`src/rtl/uproc_pkg.sv`:
```
// uproc_pkg: shared widths, reset PC and fetch-stage types for the uProcessor core
package uproc_pkg;
  localparam int ADDR_W = 8;
  localparam int INSTR_W = 16;
  localparam int QDEPTH = 2;
  localparam logic [ADDR_W-1:0] RESET_PC = 8'h00;
  typedef enum logic [1:0] {FETCH, WAIT, DISCARD} fetch_state_t;
  typedef struct packed {
    logic [INSTR_W-1:0] instr;
    logic [ADDR_W-1:0]  pc;
  } fq_entry_t;
endpackage

```
`src/rtl/fetch_queue.sv`:
```
// fetch_queue: circular prefetch buffer with flush; head is driven from storage registers only
module fetch_queue #(
  parameter int W = 24,
  parameter int DEPTH = 2
) (
  input  logic                     clk,
  input  logic                     nReset,
  input  logic                     push_i,
  input  logic                     pop_i,
  input  logic                     flush_i,
  input  logic [W-1:0]             data_i,
  output logic [W-1:0]             head_o,
  output logic [$clog2(DEPTH):0]   count_o
);
  localparam int PW = $clog2(DEPTH);
  logic [W-1:0] mem_q [DEPTH];
  logic [PW-1:0] rd_q, wr_q;
  logic [PW:0] count_q;
  assign head_o = mem_q[rd_q];
  assign count_o = count_q;
  always_ff @(posedge clk or negedge nReset)
    if (!nReset) begin
      rd_q <= '0;
      wr_q <= '0;
      count_q <= '0;
      for (int i = 0; i < DEPTH; i++) mem_q[i] <= '0;
    end else if (flush_i) begin
      rd_q <= '0;
      wr_q <= '0;
      count_q <= '0;
    end else begin
      if (push_i) mem_q[wr_q] <= data_i;
      wr_q <= wr_q + PW'(push_i);
      rd_q <= rd_q + PW'(pop_i);
      count_q <= count_q + (PW+1)'(push_i) - (PW+1)'(pop_i);
    end
  // the fetch FSM only requests when space is guaranteed, so a push into a full queue is a bug
  always_ff @(posedge clk)
    if (nReset && !flush_i) assert (!(push_i && !pop_i && count_q == (PW+1)'(DEPTH)));
endmodule

```
`src/rtl/fetch_unit.sv`:
```
// fetch_unit: PC, fetch FSM and memory handshake feeding the decoder through a prefetch queue
module fetch_unit #(
  parameter int ADDR_W = uproc_pkg::ADDR_W,
  parameter int INSTR_W = uproc_pkg::INSTR_W,
  parameter int QDEPTH = uproc_pkg::QDEPTH,
  parameter logic [ADDR_W-1:0] RESET_PC = ADDR_W'(uproc_pkg::RESET_PC)
) (
  input  logic               clk,
  input  logic               nReset,
  output logic               imem_req,
  output logic [ADDR_W-1:0]  imem_addr,
  input  logic               imem_ack,
  input  logic [INSTR_W-1:0] imem_rdata,
  output logic [INSTR_W-1:0] instr,
  output logic [ADDR_W-1:0]  instr_pc,
  output logic               instr_valid,
  input  logic               instr_ready,
  input  logic               redirect,
  input  logic [ADDR_W-1:0]  redirect_pc
);
  import uproc_pkg::*;
  localparam int CW = $clog2(QDEPTH) + 1;
  fetch_state_t state_q, state_d;
  logic [ADDR_W-1:0] pc_q, pc_d, old_q, old_d;
  logic started_q, acc, pop, push;
  logic [CW-1:0] count;
  logic [INSTR_W+ADDR_W-1:0] head;
  assign imem_req = started_q && state_q != WAIT;
  // DISCARD keeps presenting the abandoned address until memory completes it
  assign imem_addr = state_q == DISCARD ? old_q : pc_q;
  assign acc = imem_req && imem_ack;
  assign instr_valid = count != '0;
  assign pop = instr_valid && instr_ready;
  assign push = acc && state_q == FETCH && !redirect;
  assign {instr, instr_pc} = head;
  always_comb begin
    pc_d = redirect ? redirect_pc : push ? pc_q + ADDR_W'(1) : pc_q;
    old_d = (redirect && state_q == FETCH) ? pc_q : old_q;
    state_d = redirect ? ((imem_req && !imem_ack) ? DISCARD : FETCH)
            : state_q == FETCH ? ((acc && !pop && count == CW'(QDEPTH-1)) ? WAIT : FETCH)
            : state_q == WAIT ? (pop ? FETCH : WAIT)
            : (acc ? FETCH : DISCARD);
  end
  always_ff @(posedge clk or negedge nReset)
    if (!nReset) begin
      started_q <= 1'b0;
      state_q <= FETCH;
      pc_q <= RESET_PC;
      old_q <= RESET_PC;
    end else begin
      started_q <= 1'b1;
      state_q <= state_d;
      pc_q <= pc_d;
      old_q <= old_d;
    end
  fetch_queue #(.W(INSTR_W+ADDR_W), .DEPTH(QDEPTH)) u_queue (
    .clk     (clk),
    .nReset  (nReset),
    .push_i  (push),
    .pop_i   (pop),
    .flush_i (redirect),
    .data_i  ({imem_rdata, imem_addr}),
    .head_o  (head),
    .count_o (count)
  );
endmodule

```
`config.mk`:
```
export PLATFORM = sky130hd
export DESIGN_NAME = fetch_unit
export DESIGN_NICKNAME = d
export VERILOG_FILES = /design/src/rtl/uproc_pkg.sv /design/src/rtl/fetch_queue.sv /design/src/rtl/fetch_unit.sv
export SDC_FILE = /design/constraint.sdc
export NUM_CORES = 1
export LEC_CHECK = 0
export BUFFER_PORTS_ARGS = -buffer_cell sky130_fd_sc_hd__buf_2
export CORE_UTILIZATION = 40
export DETAILED_ROUTE_END_ITERATION = 8
export HOLD_SLACK_MARGIN = 0.05
export PLACE_DENSITY_LB_ADDON = 0.25
export SLEW_MARGIN = 20
export SYNTH_ARGS = -nofsm -noshare
export SYNTH_HDL_FRONTEND = slang
export SYNTH_SLANG_ARGS = --single-unit
```
`constraint.sdc`:
```
create_clock -name clk -period 1.5 [get_ports clk]
set_input_delay 0.15 -clock clk [delete_from_list [all_inputs] [get_ports clk]]
set_output_delay 0.15 -clock clk [all_outputs]
set_load 0.03 [all_outputs]
```
==> impl_metrics.yaml <==
status:
  status: "complete, but fails checks"
  violations: "setup timing"
cts:
  root_buffer: "clkbuf_8"
  clk_path_buf_depth: 2
  clkTransAtPathRegs_ps: 80
  clock_sinks: 71
  cts_tree: "done"
  htree_levels: 3
  numCtsBuffers: 9
  clock_latency_ps: 340
place:
  placed_cells: 423
  dp_hpwl_mm: 4.591
  globalplace.congestion: 0.7461
  place_area_um2: 4065
  port_buffers: 62
yosys:
  syn_avg_cell_area_um2: 14.12
  synth_area_leader_cell: "dfrtp_1"
  synth_edf_count: 0
  synth-seq-cells: 71
  ys_seq_area_share_pct: 51.79
  synthesis.area_um2: 3431
  synth_top_flop_cell: "dfrtp_1"
  ys.warnings.count: 0
  ys_types: 41
  async_reset_ff_share_pct: 100.0
  syn_nets: 275
  synth_top_cell_area_share_pct: 51.79
  syn_inst: 243
  synthTopCellsByArea: "dfrtp_1, mux2_2, mux2_4"
  yosys-top-cells-count: "dfrtp_1, mux2_2, mux2_4, nor2_1, nand3_1"
  yosysMostFrequentCell: "dfrtp_1"
routing:
  routed_wirelength_mm: 7.860
  dr.pass1.iters: 4
  viasPerCell: 4.969
  num_vias: 2400
  drc: 0
  routedWlPerCell_um: 16.27
  ant_nets: 0
  drtIter0Drc: 85
global_routing:
  track_usage_pct: 17.73
  antenna_found_initial: 0
  use_met3_pct: 4.670
  grt-ovfl-total: 0
  use_met2_pct: 29.32
  grt_pass1_vias: 2444
  gr-usage-met1_pct: 22.66
  top_usage_layer: "met2"
  grt_max_degree: 72
  grt_pass1_wl_mm: 11.89
power_and_ir_drop:
  power_uw: 8132
  pwr-share-comb_pct: 48.0
  vdd_drop_max_uv: 702.7
  p_sw_uw: 2756
  seqPwrFrac_pct: 33.7
  clockPowerShare_pct: 18.3
  sw_frac_of_total_pct: 33.89
  p_per_area_nw_per_um2: 1577
  leakage_uw: 0.002461
  internal_power_uw: 5376
sta:
  fin_ws_ps: -289.9
  fin_setup_tns_ps: -17130
  hold_violations: 0
  clock.fmax_ghz: 0.5587
  drv_slew: 0
  setup_viol: 97
  finalClockSkew_ps: 11.37
  period_needed_ps: 1790
  rsz0062_at_grt: "yes"
  fin_crit_sh_pct: 119.3
critical_path:
  max_stage_delay_ps: 400
  crit_arrival_ps: 1640
  startpoint_type: "flop"
  cp-end-kind: "output pin"
  slowest_stage: "dfrtp_1"
  path_cells: "buf_6 -> nor2b_4 -> buf_6 -> mux2_4 -> buf_6"
  crit_required_ps: 1350
  crit_fanout: 5
  path_class: "flop to output pin"
  crit_top_cell: "buf_6"
final_layout:
  n_fill_cell: 643
  fin_cells: 483
  fin_area_um2: 5156
  utilization_pct: 62.44
  drive_gt1_share_pct: 60.58
  synthToLayoutAreaGrowth_pct: 50.29
  insertedDiodeCount: 0
  nNetsFinal: 405
floorplan:
  std_cell_rows: 33
  die_w_um: 94.61
  core_area_um2: 8258
  initial_utilization_pct: 41.55
  chipHeight_um: 94.61
  ioPinCount: 63
  die_area_um2: 8951
flow_run:
  drv_cap: 0
hold_path:
  hp-class: "primary input to flop"
[worst max-delay path, delay by kind of cell, from the launching register on]
| family | cells | cell delay [ps] |
|---|---|---|
| buffers and inverters | 3 | 430 |
| DFF | 1 | 400 |
| muxes | 1 | 330 |
| and+or+nand+nor | 1 | 140 |
[kinds of logic (layout without fill, tap and decap cells)]
logic type	after synthesis	in the layout	synth area share [%]
other cells	1	1	0.1093
buf+inv	17	151	3.100
xor+xnor	5	5	1.277
mux	89	89	31.36
simple gates	40	41	8.061
compound gates	17	17	3.209
fa+ha+maj	3	3	1.094
flops	71	71	51.79
[per-stage QoR]
| step | hold WS, ps | setup WS, ps |
|---|---|---|
| global placement | 212.6 | -72.97 |
| global route | 50.44 | -333.8 |
| detailed placement | 210.3 | -124.8 |
| floorplan | -145.6 | -62.93 |
| finish | 65.98 | -289.9 |
| CTS | 50.14 | -248.1 |
[layout make-up]
type,count,area (µm²),share of cell area (%)
Sequential cell,71,1778,34.48
Multi-Input combinational cell,156,1763,34.19
Timing Repair Buffer,130,1276,24.75
Tap cell,105,131.4,2.548
Clock buffer,10,127.6,2.475
Clock inverter,6,61.31,1.189
Inverter,5,18.77,0.3640
[routing by layer]
| metal | wire length (µm) | vias up |
|---|---|---|
| met5 | 0 | - |
| met4 | 79 | 0 |
| met3 | 284 | 10 |
| met2 | 3802 | 50 |
| met1 | 3693 | 1207 |
| li1 | - | 1133 |
[layout by cell type, fill, tap and decap left out, types with 2 or more instances in the layout]
cell,n
nand2_1,5
dlygate4sd3_1,20
buf_2,29
o211ai_1,2
buf_6,46
xnor2_1,3
clkbuf_8,9
xor2_1,2
ha_1,2
nor2_1,7
buf_8,3
inv_2,2
o21ai_1,3
buf_12,6
inv_1,3
nor3_4,2
clkinv_2,3
mux2_4,61
a21oi_1,2
buf_4,23
nor2b_1,2
a31oi_1,2
dfrtp_1,70
mux2_2,27
or4_1,5
clkbuf_16,3
nand4bb_4,2
nand3_1,7
[power by group through the flow]
stage | clock [µW] | sequential (µW) | combinational [µW]
finish | 1490 | 2740 | 3900
global route | 1620 | 2800 | 4140
CTS | 1530 | 2740 | 3830
detailed placement | 0 | 2740 | 2840
global placement | 0 | 2710 | 2810
floorplan | 0 | 2650 | 2130
[sequential cells by signal (all words and copies together) (netlist names)]
register	cells
old_q	8
pc_q	8
started_q	1
state_q	2
u_queue.count_o	2
u_queue.mem_q	48
u_queue.rd_q	1
u_queue.wr_q	1
[final timing paths]
kind	end	from	cells past startpoint	slack, ps
hold reg to reg	u_queue.mem_q[1]	u_queue.mem_q[1]	1	510
setup / recovery	imem_addr[6]	state_q[0]	5	-290
max in group asynchronous	u_queue.rd_q	nReset	3	800
setup reg to reg	u_queue.mem_q[47]	state_q[0]	6	-280
hold / removal	u_queue.mem_q[19]	imem_rdata[11]	2	70
min in group asynchronous	u_queue.mem_q[27]	nReset	3	360
[timing repair]
| action | in CTS | in global routing |
|---|---|---|
| buffers inserted | 11 | 9 |
| endpoints found under the setup margin | 89 | 100 |
| resized for setup | 105 | 30 |
| pin swaps | 3 | 10 |
| endpoints found under the hold margin | 94 | 2 |
| cloned | 4 | 3 |
| hold buffers | 19 | 1 |
No activity file was read; power rests on OpenSTA's default activity.
